`config.mk`:
```
export PLATFORM = sky130hd
export DESIGN_NAME = cache_req_arbiter
export DESIGN_NICKNAME = d
export VERILOG_FILES = /design/src/rtl/cache_sim_pkg.sv /design/src/rtl/rr_arb2.sv /design/src/rtl/cache_req_arbiter.sv
export SDC_FILE = /design/constraint.sdc
export NUM_CORES = 1
export LEC_CHECK = 0
export ABC_AREA = 1
export BUFFER_PORTS_ARGS = -buffer_cell sky130_fd_sc_hd__buf_2
export CORE_MARGIN = 1
export CORE_UTILIZATION = 31
export DETAILED_ROUTE_END_ITERATION = 8
export HOLD_SLACK_MARGIN = 0.06
export PLACE_DENSITY = 0.64
export SLEW_MARGIN = 20
export SYNTH_ARGS = -nofsm -noshare
export SYNTH_HDL_FRONTEND = slang
export SYNTH_HIERARCHICAL = 1
export SYNTH_SLANG_ARGS = --single-unit
```
`constraint.sdc`:
```
create_clock -name clk -period 1.2 [get_ports clk]
set_input_delay 0.18 -clock clk [delete_from_list [all_inputs] [get_ports clk]]
set_output_delay 0.18 -clock clk [all_outputs]
set_load 0.005 [all_outputs]
```
`src/rtl/cache_sim_pkg.sv`:
```
// -----------------------------------------------------------------------------
// cache_sim_pkg
// Shared definitions for the cache simulation slice: arbiter FSM encodings,
// the two-phase cache protocol constants and the requester identifiers.
// The protocol constants are also used by the trace benches that drive
// the cache directly.
// Ports: none (package).
// -----------------------------------------------------------------------------
package cache_sim_pkg;

   typedef enum logic [1:0] {
      IDLE    = 2'd0,
      PRESENT = 2'd1,
      SEARCH  = 2'd2
   } arb_state_e;

   localparam logic CACHE_PRESENT = 1'b0;
   localparam logic CACHE_SEARCH  = 1'b1;

   localparam logic REQ0 = 1'b0;
   localparam logic REQ1 = 1'b1;

endpackage : cache_sim_pkg

```
`src/rtl/rr_arb2.sv`:
```
// -----------------------------------------------------------------------------
// rr_arb2
// Two-way round-robin grant logic, purely combinational. The parent keeps
// last_grant in a register and updates it on every accept.
// Ports:
//   valid0, valid1  in   request pending from requester 0 / 1
//   last_grant      in   id of the requester granted most recently
//   grant0, grant1  out  one-hot grant (both 0 when nothing is pending)
//   grant_id        out  id of the granted requester (REQ0 when idle)
// -----------------------------------------------------------------------------
module rr_arb2
   import cache_sim_pkg::*;
(
   input  logic valid0,
   input  logic valid1,
   input  logic last_grant,
   output logic grant0,
   output logic grant1,
   output logic grant_id
);

   // A lone requester always wins. On a tie the requester that was not
   // served last gets the grant, which gives strict alternation under
   // sustained contention.
   always_comb begin
      grant0   = valid0 && (!valid1 || (last_grant == REQ1));
      grant1   = valid1 && (!valid0 || (last_grant == REQ0));
      grant_id = grant1 ? REQ1 : REQ0;
   end

endmodule : rr_arb2

```
`src/rtl/cache_req_arbiter.sv`:
```
// -----------------------------------------------------------------------------
// cache_req_arbiter
// Shares one cache instance between two reference requesters and sequences
// the cache's two-phase protocol: present the address (state=0), then
// search (state=1) and capture hit. Each accepted reference produces one
// response pulse to the requester that issued it, three cycles after accept.
//
// Optional statistics: define CACHE_ARB_STATS_EN to build saturating
// per-requester reference/hit counters. Without it the counter outputs are
// tied to zero and the port list is unchanged.
//
// Ports:
//   clk, reset               clock; synchronous active-high reset
//   req0_valid/addr/ready    requester 0 request handshake (ready is comb.)
//   resp0_valid/hit          requester 0 response pulse and hit result
//   req1_*, resp1_*          same for requester 1
//   cache_addr, cache_state  to cache addr_in / state (0 present, 1 search)
//   cache_hit                from cache, sampled at the end of SEARCH
//   busy                     high whenever the FSM is not in IDLE
//   refs0/hits0/refs1/hits1  statistics counters
// -----------------------------------------------------------------------------
module cache_req_arbiter
   import cache_sim_pkg::*;
#(
   parameter int ADDR_W = 32,
   parameter int CNT_W  = 16
) (
   input  logic              clk,
   input  logic              reset,
   input  logic              req0_valid,
   input  logic [ADDR_W-1:0] req0_addr,
   output logic              req0_ready,
   output logic              resp0_valid,
   output logic              resp0_hit,
   input  logic              req1_valid,
   input  logic [ADDR_W-1:0] req1_addr,
   output logic              req1_ready,
   output logic              resp1_valid,
   output logic              resp1_hit,
   output logic [ADDR_W-1:0] cache_addr,
   output logic              cache_state,
   input  logic              cache_hit,
   output logic              busy,
   output logic [CNT_W-1:0]  refs0,
   output logic [CNT_W-1:0]  hits0,
   output logic [CNT_W-1:0]  refs1,
   output logic [CNT_W-1:0]  hits1
);

   arb_state_e        state_q, state_d;
   logic [ADDR_W-1:0] cache_addr_q, cache_addr_d;
   logic              owner_q, owner_d;
   logic              last_grant_q, last_grant_d;
   logic              resp0_valid_q, resp0_valid_d;
   logic              resp0_hit_q, resp0_hit_d;
   logic              resp1_valid_q, resp1_valid_d;
   logic              resp1_hit_q, resp1_hit_d;

   logic              arb_grant0;
   logic              arb_grant1;
   logic              arb_grant_id;

   rr_arb2 u_rr_arb2 (
      .valid0     (req0_valid),
      .valid1     (req1_valid),
      .last_grant (last_grant_q),
      .grant0     (arb_grant0),
      .grant1     (arb_grant1),
      .grant_id   (arb_grant_id)
   );

   // Next-state and handshake logic. Ready is only ever raised in IDLE, so a
   // request arriving while a reference is in flight simply waits. The
   // response valids default low so they pulse for exactly one cycle, while
   // the hit flags hold so the non-owner's last result stays visible.
   always_comb begin
      state_d       = state_q;
      cache_addr_d  = cache_addr_q;
      owner_d       = owner_q;
      last_grant_d  = last_grant_q;
      resp0_valid_d = 1'b0;
      resp0_hit_d   = resp0_hit_q;
      resp1_valid_d = 1'b0;
      resp1_hit_d   = resp1_hit_q;
      req0_ready    = 1'b0;
      req1_ready    = 1'b0;

      case (state_q)
         IDLE: begin
            if (arb_grant0 || arb_grant1) begin
               req0_ready   = arb_grant0;
               req1_ready   = arb_grant1;
               cache_addr_d = (arb_grant_id == REQ1) ? req1_addr : req0_addr;
               owner_d      = arb_grant_id;
               last_grant_d = arb_grant_id;
               state_d      = PRESENT;
            end
         end
         PRESENT: begin
            state_d = SEARCH;
         end
         SEARCH: begin
            if (owner_q == REQ1) begin
               resp1_valid_d = 1'b1;
               resp1_hit_d   = cache_hit;
            end else begin
               resp0_valid_d = 1'b1;
               resp0_hit_d   = cache_hit;
            end
            state_d = IDLE;
         end
         default: begin
            state_d = IDLE;
         end
      endcase
   end

   // State register. Reset abandons any reference in flight without a
   // response; last_grant resets to REQ1 so requester 0 wins the first tie.
   always_ff @(posedge clk) begin
      if (reset) begin
         state_q       <= IDLE;
         cache_addr_q  <= '0;
         owner_q       <= REQ0;
         last_grant_q  <= REQ1;
         resp0_valid_q <= 1'b0;
         resp0_hit_q   <= 1'b0;
         resp1_valid_q <= 1'b0;
         resp1_hit_q   <= 1'b0;
      end else begin
         state_q       <= state_d;
         cache_addr_q  <= cache_addr_d;
         owner_q       <= owner_d;
         last_grant_q  <= last_grant_d;
         resp0_valid_q <= resp0_valid_d;
         resp0_hit_q   <= resp0_hit_d;
         resp1_valid_q <= resp1_valid_d;
         resp1_hit_q   <= resp1_hit_d;
      end
   end

   assign cache_addr  = cache_addr_q;
   assign cache_state = (state_q == SEARCH) ? CACHE_SEARCH : CACHE_PRESENT;
   assign busy        = (state_q != IDLE);
   assign resp0_valid = resp0_valid_q;
   assign resp0_hit   = resp0_hit_q;
   assign resp1_valid = resp1_valid_q;
   assign resp1_hit   = resp1_hit_q;

`ifdef CACHE_ARB_STATS_EN
   localparam logic [CNT_W-1:0] CNT_MAX = '1;
   localparam logic [CNT_W-1:0] CNT_ONE = CNT_W'(1);

   logic [CNT_W-1:0] refs0_q, refs0_d;
   logic [CNT_W-1:0] hits0_q, hits0_d;
   logic [CNT_W-1:0] refs1_q, refs1_d;
   logic [CNT_W-1:0] hits1_q, hits1_d;

   // Statistics update. A reference is counted in the cycle it is accepted;
   // a hit is counted on the edge that registers the hit response. All
   // counters stick at their maximum instead of wrapping.
   always_comb begin
      refs0_d = refs0_q;
      hits0_d = hits0_q;
      refs1_d = refs1_q;
      hits1_d = hits1_q;

      if ((state_q == IDLE) && arb_grant0 && (refs0_q != CNT_MAX)) begin
         refs0_d = refs0_q + CNT_ONE;
      end
      if ((state_q == IDLE) && arb_grant1 && (refs1_q != CNT_MAX)) begin
         refs1_d = refs1_q + CNT_ONE;
      end
      if ((state_q == SEARCH) && cache_hit) begin
         if ((owner_q == REQ0) && (hits0_q != CNT_MAX)) begin
            hits0_d = hits0_q + CNT_ONE;
         end
         if ((owner_q == REQ1) && (hits1_q != CNT_MAX)) begin
            hits1_d = hits1_q + CNT_ONE;
         end
      end
   end

   // Statistics registers, cleared by reset together with the FSM.
   always_ff @(posedge clk) begin
      if (reset) begin
         refs0_q <= '0;
         hits0_q <= '0;
         refs1_q <= '0;
         hits1_q <= '0;
      end else begin
         refs0_q <= refs0_d;
         hits0_q <= hits0_d;
         refs1_q <= refs1_d;
         hits1_q <= hits1_d;
      end
   end

   assign refs0 = refs0_q;
   assign hits0 = hits0_q;
   assign refs1 = refs1_q;
   assign hits1 = hits1_q;
`else
   assign refs0 = '0;
   assign hits0 = '0;
   assign refs1 = '0;
   assign hits1 = '0;
`endif

endmodule : cache_req_arbiter

```
[After elaboration in Yosys (flattened, before gate mapping)]
Index checks and enable logic that the tools add are counted.
Storage, ports and cells
  flip-flop bits (word level): 40
  latch bits: 0
  memory bits (writable): 0
  memory bits (read-only): 0
  bits of input ports: 69
  output and inout port bits: 104
  word-level logic and storage cells: 38
  memories: 0
Cells by class
  add/sub/neg operators: 0
  $mul: 0
  divide/modulo/power cells: 0
  $lt $le $gt $ge: 0
  equality and inequality tests: 3
  shifts and indexed selects: 0
  muxes and demuxes: 11
  bitwise gates (word level): 3
  reductions and logical operators: 13
Operators with widths (count)
  32-bit 2-to-1 mux: 1
  1-bit 2-to-1 mux: 8
  2-bit AND reduction: 3
  2-bit one-hot mux with 2 select lines: 1
  1-bit logical OR: 3
  1-bit NOT: 3
  2-bit by 1-bit == test with 1-bit output (second input constant): 1
  2-bit == test (second input constant): 1
  1-bit logical AND: 2
  1-bit logical NOT: 2
  2-bit logical NOT: 1
  2-bit 2-to-1 mux: 1
  2-bit inequality test (second input constant): 1
  2-bit nonzero test: 1
  2-bit OR reduction: 1

[Logic depth before layout (Yosys ltp)]
  word-level depth: 6
  mapped depth: 9
  depth with buffers taken out: 8

[Modules after synthesis]
The synthesis kept the hierarchy.
By module, submodules not included
  cache_req_arbiter: instances 1, cells an instance 409, area an instance 2524.9 µm², sequential area each 800.8 µm²
  rr_arb2: instances 1, cells an instance 5, area an instance 35.0 µm², sequential area each 0.0 µm²

[Worst setup path before layout]
No wires, ideal clock.
  path type: flip-flop to flip-flop
  start: reg last_grant_q
  end: reg cache_addr_q[0], in the netlist cache_addr[0]
  setup time: 113 ps
  data arrival time: 1159 ps
  required time: 1087 ps
  path slack: -72 ps
  stages on the path, launching flop included: 8
  buffers on the path: 3
  period minus slack after synthesis: 1272 ps
  cell sequence: dfxtp_1 a21boi_2 buf_4 buf_2 clkbuf_1 o21ai_0 nor2_1 nor2_1
Between the ends
  longest elaborated chain between the ends: 5
  elaborated cells between the ends (all ways): 9
  those cells by class: mux: 2; bitwise: 1; reduce/logical: 6
RTL lines
  from (decl): RTL line cache_req_arbiter.sv:53  | logic last_grant_q, last_grant_d;
  from (signal assigned): RTL line cache_req_arbiter.sv:134  | last_grant_q <= last_grant_d;
  1-bit NOT: RTL line rr_arb2.sv:27  | grant1 = valid1 && (!valid0 || (last_grant == REQ0));
  1-bit logical OR: RTL line rr_arb2.sv:27
  1-bit logical AND: RTL line rr_arb2.sv:27
  named net arb_grant1: RTL line cache_req_arbiter.sv:60  | logic arb_grant1;
  1-bit 2-to-1 mux: RTL line rr_arb2.sv:28  | grant_id = grant1 ? REQ1 : REQ0;
  named net arb_grant_id: RTL line cache_req_arbiter.sv:61  | logic arb_grant_id;
  32-bit 2-to-1 mux: RTL line cache_req_arbiter.sv:93  | cache_addr_d = (arb_grant_id == REQ1) ? req1_addr : req0_addr;
  to (signal assigned): RTL line cache_req_arbiter.sv:132  | cache_addr_q <= cache_addr_d;
  to (decl): RTL line cache_req_arbiter.sv:51  | logic [ADDR_W-1:0] cache_addr_q, cache_addr_d;
The timed path passes the listed nets, and every way through them passes these cells.
A chain may end at the register's enable or synchronous reset.

[Final worst setup path]
  start: reg last_grant_q
  end: out req0_ready
Between the ends
  elaborated cells between the ends (all ways): 8
  those cells by class: mux: 2; bitwise: 1; reduce/logical: 5
RTL lines
  1-bit logical OR *: RTL line rr_arb2.sv:26  | grant0 = valid0 && (!valid1 || (last_grant == REQ1));
  1-bit logical AND *: RTL line rr_arb2.sv:26
  named net arb_grant0: RTL line cache_req_arbiter.sv:59  | logic arb_grant0;
  1-bit logical OR: RTL line cache_req_arbiter.sv:90  | if (arb_grant0 || arb_grant1) begin
  1-bit 2-to-1 mux *: RTL line cache_req_arbiter.sv:90
  1-bit 2-to-1 mux *: RTL line cache_req_arbiter.sv:88  | case (state_q)
  to (decl): RTL line cache_req_arbiter.sv:32  | output logic req0_ready,
Mark *: on every way through the listed nets, which the timed path passes. The rest lies on a longest branch.

==> results.cfg <==
[run_status]
status = finished with violations
violations = negative setup slack

[setup_path]
crit_slowest_cell = dfxtp_4
cp_slowest_stage_delay_ns = 0.38
startpoint = last_grant_q
worstPathRequired_ns = 1.02
worst_r2r_startpoint = last_grant_q
cp_max_fo = 3
worstPathArrival_ns = 1.14
reg2reg_setup_slack_ns = -0.10
cp-end-kind = output port
rr_endpoint = cache_addr[21]
crit_end = req0_ready
startpoint_type = flop
crit_type = reg2out
crit_chain = inv_1 > a21oi_2 > inv_2 > nor2_2 > buf_2
reg2reg_depth = 8

[final_layout]
postLayoutCellArea_um2 = 3490
fillCellCount = 839
diodes = 0
multiInputGateArea_um2 = 1292
nNetsFinal = 601
ff_latch_area_um2 = 807.0
area_growth_pct = 36.31
final_util_pct = 44.47
drive_gt1_share_pct = 34.02

[power_and_ir_drop]
ir_drop_uv = 445.9
pwr-share-clk_pct = 23.8
power.share.sequential_pct = 39.3
power.leakage_nw = 2.029
powerDensity_nw_per_um2 = 1158
combPwrFrac_pct = 36.8
p_sw_mw = 1.313
p_int_mw = 2.727
swShare_pct = 32.50
p_total_mw = 4.040

[grt]
groute.usage.overall_pct = 11.93
grt_overflow = 0
grt_pass1_wl_um = 8397
grt_max_degree = 35
antenna_found_initial = 0
first_global_vias = 2020

[sta]
max_freq_mhz = 759.4
clock_skew_ns = 0.009883
final-max-slew-violation-count = 0
final_hold_viol_count = 0
finalSetupViolations = 36
rsz0062_at_grt = true
worst_slack_ns = -0.1167
fin_crit_ns = 1.317
period_share_pct = 109.7

[yosys]
ys_seq_elements = 40
synth_seq_area_share_pct = 31.28
syn_inst = 414
synth_top_area_share_pct = 31.28
syn_area_per_cell_um2 = 6.183
ys_types = 20
yosys.area.top_type = dfxtp_1
syn_area_um2 = 2560
synthTopCellsByArea = dfxtp_1, buf_4, nand2_1
yosysWarnings = 6

[cts]
clock_path_buffers = 2
cts_buffers = 5
htreeDepth = 2
clock-sinks = 40
cts_hold_buf = 0
clk_latency_ns = 0.29
tritoncts = done
root_buffer = clkbuf_8
clk_pin_slew_ns = 0.08

[floorplan]
io_pins = 173
start_util_pct = 32.62
die-width_um = 92.88
coreArea_um2 = 7848
rows = 32
die_h_um = 92.88
dieArea_um2 = 8626

[placed_design]
gp_congestion = 0.7177
placed_area_um2 = 2957
hpwlAfterDp_um = 3910
post-place-ws_ns = -0.1010
port_buffers = 108

[drt]
antenna_left = 0
routed_via_density = 3.875
drt_iter0_drc = 48
wl_um = 6044
via_count = 2457
first_pass_iters = 4
wl_per_cell_um = 9.533
drc = 0

[min_path]
hp-class = in2reg

[run]
max-cap-violations = 0
## cell type report
| class | count | share of cell area [%] |
|---|---|---|
| well taps | 102 | 3.657 |
| inverters | 73 | 7.852 |
| flip-flops and latches | 40 | 23.13 |
| multi-input cells | 283 | 37.04 |
| clock buffers | 7 | 2.761 |
| repair buffers | 129 | 25.56 |
## worst min path at each step
stage | from | endpoint | slack [ns] | depth (start not counted)
final | reset | owner_q | 0.15 | 2
after floorplan | reset | owner_q | 0.25 | 1
after global placement | cache_hit | resp0_hit | 0.43 | 3
after global routing | reset | state_q[0] | 0.14 | 2
after CTS | reset | owner_q | 0.14 | 2
after detailed placement | reset | owner_q | 0.44 | 2
## layout by cell type (no fill, tap or decap)
cell type,n
dfxtp_1,37
inv_2,2
nand2_4,5
a21boi_4,1
nand3_1,4
dfxtp_4,1
conb_1,64
buf_2,108
clkbuf_16,8
nor2_4,4
buf_4,8
o21ai_2,2
buf_12,4
nor2_1,57
nor2_2,12
nor3_1,1
nand3b_1,1
a21oi_2,2
nand2_2,13
dfxtp_2,2
nand2_1,85
clkinv_1,1
o21ai_0,22
inv_1,70
clkbuf_8,7
o21ai_1,8
buf_6,1
nand2_8,1
a21oi_1,1
## cells by family after synthesis
kind of cell    count (synthesis)  synth area share, %
buf+inv                       155                33.87
compound gates                 36                7.429
simple gates                  182                27.27
flops                          40                31.28
other cells                     1               0.1465
## registers in the layout (all words and copies together) (netlist names)
signal and count:
last_grant_q 1, state_q 2, resp1_hit 1, resp0_hit 1, owner_q 1, cache_addr 32, resp0_valid 1, resp1_valid 1
## worst max-delay path, delay by kind of cell (launching register included)
kind            cells  cell delay, ns
buf+inv             3            0.24
flops               1            0.38
simple gates        1            0.10
compound gates      1            0.13
## power by group through the flow
stage / sequential [mW] / combinational [mW] / clock (mW)
after floorplan: 1.62 / 0.816 / 0
after global placement: 1.61 / 1.02 / 0
after detailed placement: 1.62 / 1.05 / 0
after CTS: 1.59 / 1.06 / 1.01
after global routing: 1.61 / 1.68 / 1.07
final: 1.59 / 1.49 / 0.962
## per-layer routing
metal,vias up,global-route usage (%),part of all wire (%)
met4,0,3.462,0.63
li1,1305,-,-
met3,4,3.038,6.4
met2,105,22.30,52
met5,-,0,0
met1,1043,13.12,41
## cells in the mapped netlist
cell type    n
conb_1       1
o21ai_1      8
nor2_1      72
o21ai_0     24
clkbuf_1     4
a21boi_2     1
clkinv_1     1
dfxtp_1     40
buf_6        4
a21oi_1      2
nand2_1    102
nor2_2       1
inv_1       72
nand3b_1     1
nand3_1      4
a21oi_2      1
buf_4       65
buf_2        9
nor3_1       1
nand2_2      1
## repair_timing
item                       4_1_cts  5_1_grt
pin swaps                        2       10
setup endpoints to repair       38       39
setup buffers                    1        4
cloned                           0       10
resized for setup                4       55
## through the flow
step	TNS [ns]	hold WS, ns	std cells
floorplan	0	0.2491	477
global placement	-0.8984	0.4332	612
detailed placement	-2.840	0.4437	612
CTS	-1.994	0.1364	620
global route	-5.068	0.1440	634
finish	-2.565	0.1489	634
No activity file was read; power rests on OpenSTA's default activity.
